## src/rtl/hazard_scoreboard.sv

```systemverilog
// Hazard controller for a forwarding-less five-stage pipeline: counts in-flight
// register writes, stalls ID on RAW/WAW hazards, squashes on taken branches, drains on request.
module hazard_scoreboard #(
    parameter int NREG  = 32,
    parameter int CNTW  = 2,
    parameter int PERFW = 16
) (
    input  logic              clk,
    input  logic              reset,
    input  logic              id_valid,
    input  logic [4:0]        id_rs,
    input  logic [4:0]        id_rt,
    input  logic              id_uses_rs,
    input  logic              id_uses_rt,
    input  logic              id_reg_write,
    input  logic [4:0]        id_rd,
    input  logic              wb_reg_write,
    input  logic [4:0]        wb_rd,
    input  logic              ex_branch_taken,
    input  logic              drain_req,
    output logic              stall,
    output logic              bubble,
    output logic              flush,
    output logic              issue,
    output logic              drained,
    output logic [NREG-1:0]   pending_mask,
    output logic [PERFW-1:0]  stall_count,
    output logic              sb_error
);

    localparam logic [1:0] ST_RUN   = 2'd0;
    localparam logic [1:0] ST_DRAIN = 2'd1;
    localparam logic [1:0] ST_IDLE  = 2'd2;

    localparam logic [CNTW-1:0] CNT_FULL = '1;

    logic [CNTW-1:0]  cnt_reg [NREG];
    logic [CNTW-1:0]  cnt_next [NREG];
    logic [1:0]       state_reg, state_next;
    logic             sb_error_reg, sb_error_next;
    logic [PERFW-1:0] stall_count_reg, stall_count_next;

    logic             haz_rs, haz_rt, haz_waw, haz;
    logic             stall_c, bubble_c, flush_c, issue_c;
    logic             issue_write, retire_err;
    logic [NREG-1:0]  inc_vec, dec_vec, pending_vec;

    assign haz_rs  = id_uses_rs && (id_rs != 5'd0) && (cnt_reg[id_rs] != '0);
    assign haz_rt  = id_uses_rt && (id_rt != 5'd0) && (cnt_reg[id_rt] != '0);
    // A full counter has no room for another in-flight write to the same register.
    assign haz_waw = id_reg_write && (id_rd != 5'd0) && (cnt_reg[id_rd] == CNT_FULL);
    assign haz     = id_valid && (haz_rs || haz_rt || haz_waw);

    always_comb begin
        stall_c  = 1'b0;
        bubble_c = 1'b0;
        flush_c  = 1'b0;
        issue_c  = 1'b0;
        case (state_reg)
            ST_RUN: begin
                if (ex_branch_taken) begin
                    flush_c  = 1'b1;
                    bubble_c = 1'b1;
                end else if (haz) begin
                    stall_c  = 1'b1;
                    bubble_c = 1'b1;
                end else begin
                    issue_c  = id_valid;
                end
            end
            ST_DRAIN: begin
                stall_c  = 1'b1;
                bubble_c = 1'b1;
                flush_c  = ex_branch_taken;
            end
            default: begin
                stall_c  = 1'b1;
                bubble_c = 1'b1;
            end
        endcase
    end

    assign issue_write = issue_c && id_reg_write && (id_rd != 5'd0);
    assign retire_err  = wb_reg_write && (wb_rd != 5'd0) && (cnt_reg[wb_rd] == '0);

    always_comb begin
        for (int r = 0; r < NREG; r++) begin
            inc_vec[r]     = (r != 0) && issue_c && id_reg_write && (id_rd == 5'(r));
            dec_vec[r]     = (r != 0) && wb_reg_write && (wb_rd == 5'(r)) && (cnt_reg[r] != '0);
            pending_vec[r] = (cnt_reg[r] != '0);
            cnt_next[r]    = cnt_reg[r];
            if (inc_vec[r] && !dec_vec[r]) begin
                cnt_next[r] = cnt_reg[r] + CNTW'(1);
            end else if (dec_vec[r] && !inc_vec[r]) begin
                cnt_next[r] = cnt_reg[r] - CNTW'(1);
            end
        end
    end

    always_comb begin
        state_next = state_reg;
        case (state_reg)
            ST_RUN: begin
                if (drain_req) state_next = ST_DRAIN;
            end
            ST_DRAIN: begin
                if (!drain_req) begin
                    state_next = ST_RUN;
                end else if ((pending_vec == '0) && !issue_write) begin
                    state_next = ST_IDLE;
                end
            end
            default: begin
                if (!drain_req) state_next = ST_RUN;
            end
        endcase
    end

    assign sb_error_next    = sb_error_reg || retire_err;
    assign stall_count_next = (stall_c && (stall_count_reg != '1)) ?
                              stall_count_reg + PERFW'(1) : stall_count_reg;

    always_ff @(posedge clk or posedge reset) begin
        if (reset) begin
            for (int r = 0; r < NREG; r++) begin
                cnt_reg[r] <= '0;
            end
            state_reg       <= ST_RUN;
            sb_error_reg    <= 1'b0;
            stall_count_reg <= '0;
        end else begin
            for (int r = 0; r < NREG; r++) begin
                cnt_reg[r] <= cnt_next[r];
            end
            state_reg       <= state_next;
            sb_error_reg    <= sb_error_next;
            stall_count_reg <= stall_count_next;
        end
    end

    // Gate the combinational controls so reset releases them without an edge.
    assign stall        = stall_c  && !reset;
    assign bubble       = bubble_c && !reset;
    assign flush        = flush_c  && !reset;
    assign issue        = issue_c  && !reset;
    assign drained      = (state_reg == ST_IDLE);
    assign pending_mask = pending_vec;
    assign stall_count  = stall_count_reg;
    assign sb_error     = sb_error_reg;

endmodule

```

## config.mk

```make
export PLATFORM = sky130hd
export DESIGN_NAME = hazard_scoreboard
export DESIGN_NICKNAME = d
export VERILOG_FILES = /design/src/rtl/hazard_scoreboard.sv
export SDC_FILE = /design/constraint.sdc
export NUM_CORES = 1
export LEC_CHECK = 0
export BUFFER_PORTS_ARGS = -buffer_cell sky130_fd_sc_hd__buf_2
export CAP_MARGIN = 25
export CELL_PAD_IN_SITES_DETAIL_PLACEMENT = 0
export CELL_PAD_IN_SITES_GLOBAL_PLACEMENT = 1
export CORE_MARGIN = 2
export CORE_UTILIZATION = 50
export CTS_BUF_LIST = sky130_fd_sc_hd__clkbuf_4
export DETAILED_ROUTE_END_ITERATION = 8
export PLACE_DENSITY_LB_ADDON = 0.1
export SYNTH_ARGS = -nofsm -noshare
export SYNTH_HDL_FRONTEND = slang
export SYNTH_SLANG_ARGS = --single-unit
```

## constraint.sdc

```tcl
create_clock -name clk -period 4.42 [get_ports clk]
set_input_delay 0.221 -clock clk [delete_from_list [all_inputs] [get_ports clk]]
set_output_delay 0.221 -clock clk [all_outputs]
set_load 0.02 [all_outputs]
```

### Word-level counts from Yosys, hierarchy flattened

Cells that the tools add are included.

| operators by class | value |
|---|---|
| $add $sub $neg | 63 |
| order comparisons | 4 |
| equal/unequal tests | 69 |
| muxes and demuxes | 89 |
| bitwise logic cells | 4 |
| reductions and logical operators | 311 |

Operator list:

| operator | count |
|---|---|
| logical AND 1 bit | 172 |
| equality test 5 bit (second input constant) | 32 |
| 2-to-1 mux 2 bit | 74 |
| nonzero test 2 bit | 64 |
| equality test 5 x 4 -> 1 bit (second input constant) | 16 |
| zero test 1 bit | 64 |
| adder 2 x 1 -> 2 bit (second input constant) | 31 |
| subtractor 2 x 1 -> 2 bit (second input constant) | 31 |
| binary-select mux 2 bit (select 5 bit) | 4 |
| equality test 5 x 3 -> 1 bit (second input constant) | 8 |
| zero test 32 bit | 1 |
| >= comparator 6 bit (second input constant) | 4 |
| NOT 5 -> 6 bit | 4 |
| equality test 5 x 2 -> 1 bit (second input constant) | 4 |
| nonzero test 5 bit | 4 |
| adder 16 x 1 -> 16 bit (second input constant) | 1 |
| inequality test 16 bit (second input constant) | 1 |
| equality test 5 x 1 -> 1 bit (second input constant) | 2 |
| 2-to-1 mux 1 bit | 9 |
| equality test 2 bit (second input constant) | 2 |
| zero test 2 bit | 2 |
| one-hot mux 2 bit (2 select lines) | 1 |
| logical OR 1 bit | 3 |
| inequality test 3 x 1 -> 1 bit (second input constant) | 1 |
| 5 further kinds | 5 |

| word-level totals | value |
|---|---|
| register bits after elaboration | 81 |
| input port bits | 29 |
| output and inout bits | 54 |

### Longest topological paths before layout

| logic depth | value |
|---|---|
| word-level depth | 19 |
| mapped depth | 15 |

### Worst setup path before layout

OpenSTA, ideal clock, no wires.

| timing path | value |
|---|---|
| path type | flip-flop to flip-flop |
| from | register cnt_reg[8] (netlist bit) |
| to | register cnt_reg[15] (netlist bit) |
| arrival | 2.919 ns |
| required time | 4.295 ns |
| slack | 1.375 ns |
| stages on the path, launching flop included | 14 |
| path through | dfrtp_1 -> or2_1 -> clkbuf_1 -> mux4_2 -> o31a_1 -> o211ai_2 -> and4_1 -> nand3_2 -> buf_2 -> nor4_1 -> ha_1 -> xor2_1 -> nor2_1 -> xor2_1 |

| on the way | value |
|---|---|
| word-level cells in the longest chain between the ends | 16 |
| elaborated cells on any way between the ends | 28 |
| those cells by class | eq/ne (1); mux (13); reduce/logical (14) |

Ends and longest elaborated chain:

| item | RTL line | source |
|---|---|---|
| start, declared | 37 | `logic [CNTW-1:0] cnt_reg [NREG];` |
| start signal, assigned by index | 133 | `cnt_reg[r] <= cnt_next[r];` |
| binary-select mux 2 bit (select 5 bit), on equally long branches | 48, 49 |  |
| 2-to-1 mux 2 bit, on equally long branches (2 in a row) | 48, 49 |  |
| nonzero test 2 bit, on equally long branches | 48, 49 |  |
| logical AND 1 bit, on equally long branches | 48, 49 |  |
| logical OR 1 bit | 52 | `assign haz = id_valid && (haz_rs \|\| haz_rt \|\| haz_waw);` |
| logical OR 1 bit (*) | 52 |  |
| logical AND 1 bit (*) | 52 |  |
| 2-to-1 mux 1 bit (*) | 64 | `end else if (haz) begin` |
| 2-to-1 mux 1 bit (*) | 61 | `if (ex_branch_taken) begin` |
| 2-to-1 mux 1 bit (*) | 59 | `case (state_reg)` |
| logical AND 1 bit (*) (2 in a row) | 88 | `inc_vec[r] = (r != 0) && issue_c && id_reg_write && (id_rd == 5'(r));` |
| zero test 1 bit | 94 | `end else if (dec_vec[r] && !inc_vec[r]) begin` |
| logical AND 1 bit | 94 |  |
| nonzero test 2 bit (no source line) | - |  |

Mark *: on every way between the ends. The rest lies on a longest branch, timed or not. The select of a mux whose other input is x is not followed.
A chain may end at the register's enable or synchronous reset.

### Worst setup path in the final report

| timing path | value |
|---|---|
| from | register cnt_reg[48] (netlist bit) |
| to | register cnt_reg[39] (netlist bit) |

Same word-level chain as after synthesis.

==> results.sh <==
export IMPL_status="finished, final reports clean"
export IMPL_fin_crit_ps=3780
export IMPL_synth_nets=709
export IMPL_cts_buffers=9
export IMPL_grtUsageTotal_pct=29.9
export IMPL_crit_type="reg2reg"
export IMPL_ys_ff_latch=81
export IMPL_io_buffers=81
export IMPL_dieArea_um2=13100
export IMPL_cts_sinks=81
export IMPL_dieHeight_um=114
export IMPL_antenna_found_initial=0
export IMPL_dr_total_vias=5228
export IMPL_layout_setup_ws_ps=643
export IMPL_grt_setup_unrepaired="false"
export IMPL_syn_area_um2=6100
export IMPL_hold_class="in2reg"
export IMPL_drive_gt1_share_pct=20.1
export IMPL_cts_resized=0
export IMPL_synth_top_area_share_pct=33.2
export IMPL_synth_ff_type="dfrtp_1"
export IMPL_clk_pin_slew_ps=130
export IMPL_crit_path_end_kind="flip-flop"
export IMPL_synth_edf_count=0
export IMPL_power_density_nw_per_um2=478
export IMPL_synth_warning_count=0
export IMPL_wl_met2_mm=8.34
export IMPL_worstReg2RegEnd="cnt_reg[39]"
export IMPL_synth_yosys_seq_area_share_pct=33.2
export IMPL_htree_levels=3
export IMPL_cts_tree="yes"
export IMPL_async_reset_ff_share_pct=100
export IMPL_avgSynthCellArea_um2=9.41
export IMPL_dp_hpwl_mm=13.9
export IMPL_dr_wl_met3_mm=1.58
export IMPL_initial_utilization_pct=51.0
export IMPL_wl_met1_mm=8.29
export IMPL_synth_area_leaders="dfrtp_1 33%, xor2_1 10%, mux4_2 8.9%"
export IMPL_antenna_cells=0
export IMPL_holdPathStages=3
export IMPL_cts_root_buf="clkbuf_4"
export IMPL_yosys_cell_count_top_type="nor2_1"
export IMPL_vias_per_cell=6.06
export IMPL_r2r_cells=11
export IMPL_arrival_ps=4180
export IMPL_utilization_pct=56.1
export IMPL_dpl_worst_slack_ps=514
export IMPL_grt_pass1_wl_mm=29.4
export IMPL_ys_types=64
export IMPL_std_cell_rows=40
export IMPL_grt_max_degree=50
export IMPL_syn_inst=648
export IMPL_gr_total_overflow=0
export IMPL_first_iter_violations=456
export IMPL_postRouteAntennaNets=0
export IMPL_vdd_ir_drop_worst_v=0.000280
export IMPL_wire_per_inst_um=21.7
export IMPL_largest_register_ffs=62
export IMPL_required_ps=4820
export IMPL_worstMarginPinSlew_ps=869
export IMPL_startpoint_type="flip-flop"
export IMPL_drt_pass1_iter_count=4
export IMPL_routed_top_layer="met4"
export IMPL_timing_rr_start="cnt_reg[48]"
export IMPL_area_delta_synth_final_pct=9.97
export IMPL_placed_cells=843
export IMPL_core_region_area_um2=12000
export IMPL_synth_largest_area_cell="dfrtp_1"
export IMPL_clock_latency_ps=480
export IMPL_crit_path_max_fanout=24
export IMPL_instances_no_fill=863
export IMPL_io_pins=83
export IMPL_slew_violations=0
export IMPL_drv_cap=0
export IMPL_grt_pass1_vias=5260
export IMPL_cts_path_max_buffers=2
export IMPL_wirelength_mm=18.7
export IMPL_r2r_slack_ps=640
export IMPL_clock_fmax_mhz=265
export IMPL_finalHoldViolCount=0
export IMPL_place_gp_congestion=0.940
export IMPL_cp_startpoint="cnt_reg[48]"
export IMPL_drcViolationCount=0
export IMPL_finalSetupViolations=0
export IMPL_relSlewSlack_pct=41.9
export IMPL_nNetsFinal=772
export IMPL_p_leak_nw=3.41
export IMPL_endpoint="cnt_reg[39]"
export IMPL_synth_common_cells="84 x nor2_1, 81 x dfrtp_1, 73 x xor2_1, 41 x nand3_1, 35 x xnor2_1"
export IMPL_final_setup_tns_ps=0
export IMPL_fp_dieW_um=114
export IMPL_fin_skew_ps=17.8
export IMPL_period_share_pct=85.4
area by class of cell:
| class | instances | area [um2] |
|---|---|---|
| inverter | 34 | 129 |
| tap | 147 | 184 |
| sequential | 81 | 2030 |
| timing repair buffer | 87 | 465 |
| clock inverter | 6 | 35.0 |
| clock buffer | 10 | 75.1 |
| multi-input combinational | 498 | 3790 |
| fill | 1113 | 5250 |
kinds of logic (layout without fill, tap and decap cells):
kind of cell / after synthesis / after routing / synth area share (%)
compound gates: 51 / 51 / 6.34
xor+xnor: 108 / 108 / 15.5
fa+ha+maj: 32 / 32 / 6.56
buf+inv: 69 / 137 / 4.59
flops: 81 / 81 / 33.2
mux: 35 / 35 / 11.2
other cells: 1 / 1 / 0.0615
simple gates: 271 / 271 / 22.6
metal layers:
layer	vias to the layer above	global-route usage, %
li1	2394	-
met5	-	0
met4	0	12.3
met3	41	7.99
met1	2543	42.0
met2	250	43.7
worst max-delay path, stage by stage (launching register included):
cell	delay (ps)
dfrtp_1	440
nor2_1	340
inv_1	140
mux4_1	540
mux2i_1	240
a211o_1	190
and2_1	190
nand3_2	510
nor4_1	480
ha_1	330
nor2_1	150
xor2_1	160
where the power goes:
group	internal (mW)	total, mW	switching, mW
Combinational	0.626	1.59	0.960
Sequential	0.939	1.23	0.289
Clock	0.117	0.392	0.275
Total	1.68	3.21	1.52
metrics by stage:
stage          hold WS (ps)  power, mW  area, um2
2_1_floorplan           338       2.27       6100
5_1_grt                 117       3.40       6710
4_1_cts                83.2       3.20       6700
3_5_place_dp            339       2.80       6560
6_report                103       3.21       6710
3_3_place_gp            328       2.77       6550
worst min path at each step:
stage / from / end / slack [ps]
after floorplan: wb_reg_write / sb_error / 340
after global placement: reset / state_reg[0] / 330
after detailed placement: reset / state_reg[0] / 340
after CTS: wb_rd[4] / sb_error / 80
after global routing: wb_rd[4] / sb_error / 120
final: wb_rd[4] / sb_error / 100
repair_timing:
action	4_1_cts	5_1_grt
endpoints found under the setup margin	0	0
endpoints found under the hold margin	35	0
hold buffers	3	0
buffers inserted	0	0
cell usage in the layout, fill, tap and decap left out, types with 6 or more instances in the layout:
master,count
or2_1,8
o21ai_0,6
a21oi_1,9
clkbuf_4,10
nand2b_1,11
nor4_1,12
nor3b_1,6
xnor2_1,35
ha_1,32
nand3_1,41
buf_2,81
dfrtp_1,81
nor2b_1,8
and2_1,7
xor2_1,73
nor3_1,34
nor2_1,84
inv_1,32
nand2_1,28
mux2_2,7
nand4_1,9
mux4_2,24
Note: power is estimated with default switching activity, not from simulation.
